$ cat src/rtl/sp_fifo_enq_serializer.sv
// Serializes one wide request into up to BEATS single-beat FIFO enqueues.
// Optional last-beat flag on enq_last_o when SP_FIFO_ENQ_SER_LAST_EN is defined.
module sp_fifo_enq_serializer #(
  parameter int unsigned BEAT_W = 64,
  parameter int unsigned BEATS  = 8,
  localparam int unsigned LEN_W = $clog2(BEATS + 1)
) (
  input  logic                    clk,
  input  logic                    rst,
  input  logic                    req_vld_i,
  output logic                    req_rdy_o,
  input  logic [BEATS*BEAT_W-1:0] req_data_i,
  input  logic [LEN_W-1:0]        req_len_i,
  output logic                    enq_vld_o,
  output logic [BEAT_W-1:0]       enq_payload_o,
  input  logic                    enq_rdy_i,
  input  logic                    flush_i,
  output logic                    busy_o
`ifdef SP_FIFO_ENQ_SER_LAST_EN
  ,
  output logic                    enq_last_o
`endif
);

  typedef enum logic {
    S_IDLE = 1'b0,
    S_SEND = 1'b1
  } state_t;

  state_t                  r_state;
  state_t                  w_state_nxt;
  logic [BEATS*BEAT_W-1:0] r_data;
  logic [LEN_W-1:0]        r_len;
  logic [LEN_W-1:0]        r_idx;
  logic [LEN_W-1:0]        w_idx_nxt;
  logic [LEN_W-1:0]        w_len_eff;
  logic [LEN_W-1:0]        w_len_last;
  logic                    w_accept;
  logic                    w_fire;
  logic                    w_last_beat;
  logic [BEAT_W-1:0]       w_payload;

  // Oversized lengths saturate at the beat capacity.
  assign w_len_eff   = (req_len_i > LEN_W'(BEATS)) ? LEN_W'(BEATS) : req_len_i;
  assign req_rdy_o   = (r_state == S_IDLE) & ~flush_i;
  assign w_accept    = req_vld_i & req_rdy_o;
  assign enq_vld_o   = (r_state == S_SEND);
  assign busy_o      = (r_state == S_SEND);
  assign w_fire      = enq_vld_o & enq_rdy_i;
  assign w_len_last  = LEN_W'(r_len - LEN_W'(1));
  assign w_last_beat = (r_idx == w_len_last);

  always_comb begin
    w_state_nxt = r_state;
    w_idx_nxt   = r_idx;
    case (r_state)
      S_IDLE: begin
        if (w_accept) begin
          w_idx_nxt = '0;
          if (w_len_eff != '0) w_state_nxt = S_SEND;
        end
      end
      S_SEND: begin
        if (flush_i) begin
          w_state_nxt = S_IDLE;
          w_idx_nxt   = '0;
        end else if (w_fire) begin
          if (w_last_beat) begin
            w_state_nxt = S_IDLE;
            w_idx_nxt   = '0;
          end else begin
            w_idx_nxt = LEN_W'(r_idx + LEN_W'(1));
          end
        end
      end
      default: w_state_nxt = S_IDLE;
    endcase
  end

  always_ff @(posedge clk) begin
    if (rst) begin
      r_state <= S_IDLE;
      r_idx   <= '0;
      r_len   <= '0;
    end else begin
      r_state <= w_state_nxt;
      r_idx   <= w_idx_nxt;
      if (w_accept) r_len <= w_len_eff;
    end
  end

  // Payload storage is don't-care until a request is accepted.
  always_ff @(posedge clk) begin
    if (!rst && w_accept) r_data <= req_data_i;
  end

  always_comb begin
    w_payload = '0;
    for (int k = 0; k < int'(BEATS); k++) begin
      if (r_idx == LEN_W'(k)) w_payload = r_data[k*BEAT_W +: BEAT_W];
    end
  end

  assign enq_payload_o = w_payload;

`ifdef SP_FIFO_ENQ_SER_LAST_EN
  assign enq_last_o = enq_vld_o & w_last_beat;
`else
  // No last-beat indication in this build.
`endif

endmodule

$ cat config.mk
export PLATFORM = sky130hd
export DESIGN_NAME = sp_fifo_enq_serializer
export DESIGN_NICKNAME = d
export VERILOG_FILES = /design/src/rtl/sp_fifo_enq_serializer.sv
export SDC_FILE = /design/constraint.sdc
export NUM_CORES = 1
export LEC_CHECK = 0
export BUFFER_PORTS_ARGS = -buffer_cell sky130_fd_sc_hd__buf_2
export CAP_MARGIN = 15
export CORE_AREA = 5 5 225 227
export DETAILED_ROUTE_END_ITERATION = 6
export DIE_AREA = 0 0 230 232
export HOLD_SLACK_MARGIN = 0.02
export PLACE_DENSITY = 0.77
export SYNTH_ARGS = -nofsm -noshare
export SYNTH_HDL_FRONTEND = slang
export SYNTH_SLANG_ARGS = --single-unit
export TNS_END_PERCENT = 50
$ cat constraint.sdc
create_clock -name clk -period 68.3 [get_ports clk]
set_clock_uncertainty 0.1 [all_clocks]
set_input_delay 3.415 -clock clk [delete_from_list [all_inputs] [get_ports clk]]
set_output_delay 3.415 -clock clk [all_outputs]
set_load 0.02 [all_outputs]
==> results summary <==
The number of buffer cells added on primary ports came out at 587. The transition time of the tightest slew-check pin came out at 1040 ps. The maximum number of pins on one net before global-route repair is 190. The cell area after placement came out at 23800 um^2. The TritonCTS clock tree is done. Setup repair after global routing left no endpoint under its margin.

The count of nets left with antenna violations after detail routing came out at 0. The HPWL after detailed placement is 40.4 mm. The number of buffers inserted by post-CTS setup repair came out at 0. Static timing analysis puts the maximum clock frequency at 0.130 GHz. The core box area is 48400 um^2. The total of endpoints with negative setup slack in the final report is 0.

STA classifies the critical path endpoint as an output pin. The clock buffer count from CTS came out at 53. The total congestion overflow after global routing is 0. The peak ir drop on the vdd network came out at 0.0000221 V. A synthesized cell averages 17.1 um^2.

Yosys mapped the design onto 43 distinct sky130hd cell types. The post-synthesis net count is 1716. The number of search-and-repair iterations in the first detailed-routing pass is 5.

The post-synthesis cell area came out at 20300 um^2. The register area share after synthesis came out at 76.5%. The worst setup path is launched from a flip-flop.

The via count of the first global-routing pass came to 14200. The signal on the critical path passes through inv_1, ha_4, or3b_4, buf_4, a221oi_1, nor3_1, o21a_1, buf_2. For the finished layout, the period the worst path requires is 7690 ps.

The starting DRC count in detailed routing came out at 1351. The most area-hungry cell type in the Yosys netlist is sky130_fd_sc_hd__edfxtp_1. The critical path is of the flip-flop to output pin type. The routed layout has 13600 vias.

The leakage power total came out at 9.05 nW. The total power density per cell area is 26.2 nW/um^2. The required time at the worst-slack endpoint came out at 64790 ps. Among all stages on the critical path, the largest delay is contributed by sky130_fd_sc_hd__or3b_4.

The total power of the final layout came out at 0.664 mW. Once placement completed, the tool counted placed cells totaling 2319. The wire length of the first global-routing pass is 84.8 mm. The number of gates resized after cts is 0. The worst-path maximum fanout came out at 66. The worst pin sits at a relative slew slack of 30.6%.

The path type of the worst min-delay path is flip-flop to flip-flop. The vertical die dimension came out at 232 um. The post-route standard cell area excluding fillers came out at 25400 um^2.

The congestion estimate from routability-driven global placement came to 0.851. The largest stage delay on the critical path came out at 730 ps. The total count of hold-check failures in the final report is 0.

Of the available clock period, the critical path in the final layout requires 11.3%. Compared with the post-synthesis result, the final layout area differs by 24.7%. Hold repair after CTS inserted 0 buffers. The I/O pin count is 588. The most common cell in the synthesized netlist is sky130_fd_sc_hd__edfxtp_1. Using the TritonRoute via totals, the vias-per-cell ratio works out to 5.60. Global routing used 21.0% of the available tracks. The clock reaches the later pin of the worst-skew pair after 580 ps. Of the post-synthesis cell area, the dominant cell type holds 75.6%. The number of remaining DRC errors came out at 0. The final layout contains 2278 nets.

The routed design has 59.2 mm of wire. The die boundary width came out at 230 um. After synthesis, the share of flip-flops with an asynchronous set or reset is 0%. The number of enable flip-flop cells after synthesis came out at 512.

The initial antenna violation count came to 21. For this run, the leading register cell type out of synthesis is sky130_fd_sc_hd__edfxtp_1. After detailed routing, the average wire length per cell comes to 24.3 um. The standard-cell row count is 81.

The H-tree depth came out at 2. The starting density of the core came out at 42.0%. For the worst setup path, the data arrival time is 4170 ps.

Hold timing on the final database bottoms out at a slack of 372 ps. The sum of negative setup slack came out at 0 ps. The clock slew at the register clock pins of the worst setup and hold paths is 60 ps. The number of pins with negative max-slew slack in the final report came to 0. The flow ran to the end, and the final reports show no timing, DRC or antenna violations. The total number of clock tree sinks came out at 521.

Synthesis produced 1190 cells. The count of state elements after synthesis is 521. The max-capacitance violation count came out at 0. Yosys attributes the largest share of cell area to sky130_fd_sc_hd__edfxtp_1, sky130_fd_sc_hd__a221oi_2, sky130_fd_sc_hd__a221oi_1, sky130_fd_sc_hd__o21a_1, sky130_fd_sc_hd__o31ai_1. The filler cell count is 3909. The count of placed standard cells in the final layout, fillers left out is 2434.

Sorting the synthesized cells by how often they occur yields sky130_fd_sc_hd__edfxtp_1, sky130_fd_sc_hd__nand2_1, sky130_fd_sc_hd__a221oi_1. The maximum count of clock buffers along a single path is 3. The clock root buffer is sky130_fd_sc_hd__clkbuf_16. The layout cell share with drive strength beyond 1 came out at 41.7%. The floorplan step defined a die boundary enclosing 53400 um^2.

The count of warnings emitted by yosys came out at 0.
[cells in the final DEF, fill, tap and decap left out, types with 15 or more instances in the layout]
cell / instances
sky130_fd_sc_hd__edfxtp_1: 512
sky130_fd_sc_hd__clkbuf_16: 53
sky130_fd_sc_hd__nor2b_1: 64
sky130_fd_sc_hd__buf_4: 15
sky130_fd_sc_hd__o22ai_1: 66
sky130_fd_sc_hd__buf_2: 587
sky130_fd_sc_hd__a221oi_2: 60
sky130_fd_sc_hd__o31ai_1: 64
sky130_fd_sc_hd__nor3_1: 65
sky130_fd_sc_hd__diode_2: 17
sky130_fd_sc_hd__o21a_1: 64
sky130_fd_sc_hd__nand2_1: 69
sky130_fd_sc_hd__a221oi_1: 68
sky130_fd_sc_hd__clkinv_1: 18
[power breakdown]
group	internal, mW	total, mW	switching [mW]
Sequential	0.363	0.366	0.00313
Clock	0.146	0.265	0.119
Combinational	0.0153	0.0337	0.0184
Total	0.524	0.664	0.140
[critical path, delay by kind of cell, from the launching register on]
family          cells  cell delay [ps]
simple gates        2              930
flops               1              420
compound gates      2              420
fa+ha+maj           1              660
buf+inv             3             1120
[metrics by stage]
stage                     utilization (%)  setup WS [ps]
after global placement               49.1          60950
after global routing                 52.3          60340
after floorplan                         -          41550
after CTS                            52.3          60540
after detailed placement             49.1          61000
final                                52.4          60610
[cell type report]
| type | instances | area [um^2] | share of cell area, % |
|---|---|---|---|
| Antenna cell | 17 | 42.5 | 0.168 |
| Clock buffer | 64 | 1370 | 5.39 |
| Clock inverter | 34 | 193 | 0.760 |
| Inverter | 5 | 18.8 | 0.0740 |
| Multi-Input combinational cell | 567 | 4310 | 17.0 |
| Sequential cell | 521 | 15600 | 61.3 |
| Tap cell | 622 | 778 | 3.07 |
| Timing Repair Buffer | 604 | 3090 | 12.2 |
[registers in the layout, indices dropped and copies added, names as in the netlist]
| name | flops |
|---|---|
| r_data | 512 |
| r_idx | 4 |
| r_len | 4 |
| busy_o | 1 |
[path summary, 6_finish.rpt]
path / to / startpoint / slack (ps) / cells after the start
worst min register to register: r_len[1] / r_len[1] / 370 / 2
worst max-delay path: enq_payload_o[0] / r_idx[0] / 60610 / 8
worst min-delay path: r_len[1] / r_len[1] / 370 / 2
worst max register to register: r_idx[2] / r_idx[0] / 64970 / 6
[metal layers]
layer / share of wire (%) / GRT usage [%]
met1: 36 / 24.9
met2: 50 / 36.2
met3: 11 / 6.26
met4: 3.9 / 8.43
met5: 0.15 / 0
[cell families after synthesis]
group | after synthesis | share of synthesized area (%)
DFF | 521 | 76.5
buffers and inverters | 102 | 2.64
adders and majority gates | 5 | 0.308
and+or+nand+nor | 223 | 5.75
muxes | 1 | 0.0492
xor gates and xnor gates | 5 | 0.283
AOI/OAI and AO/OA | 333 | 14.5
Note: power is estimated with default switching activity, not from simulation.
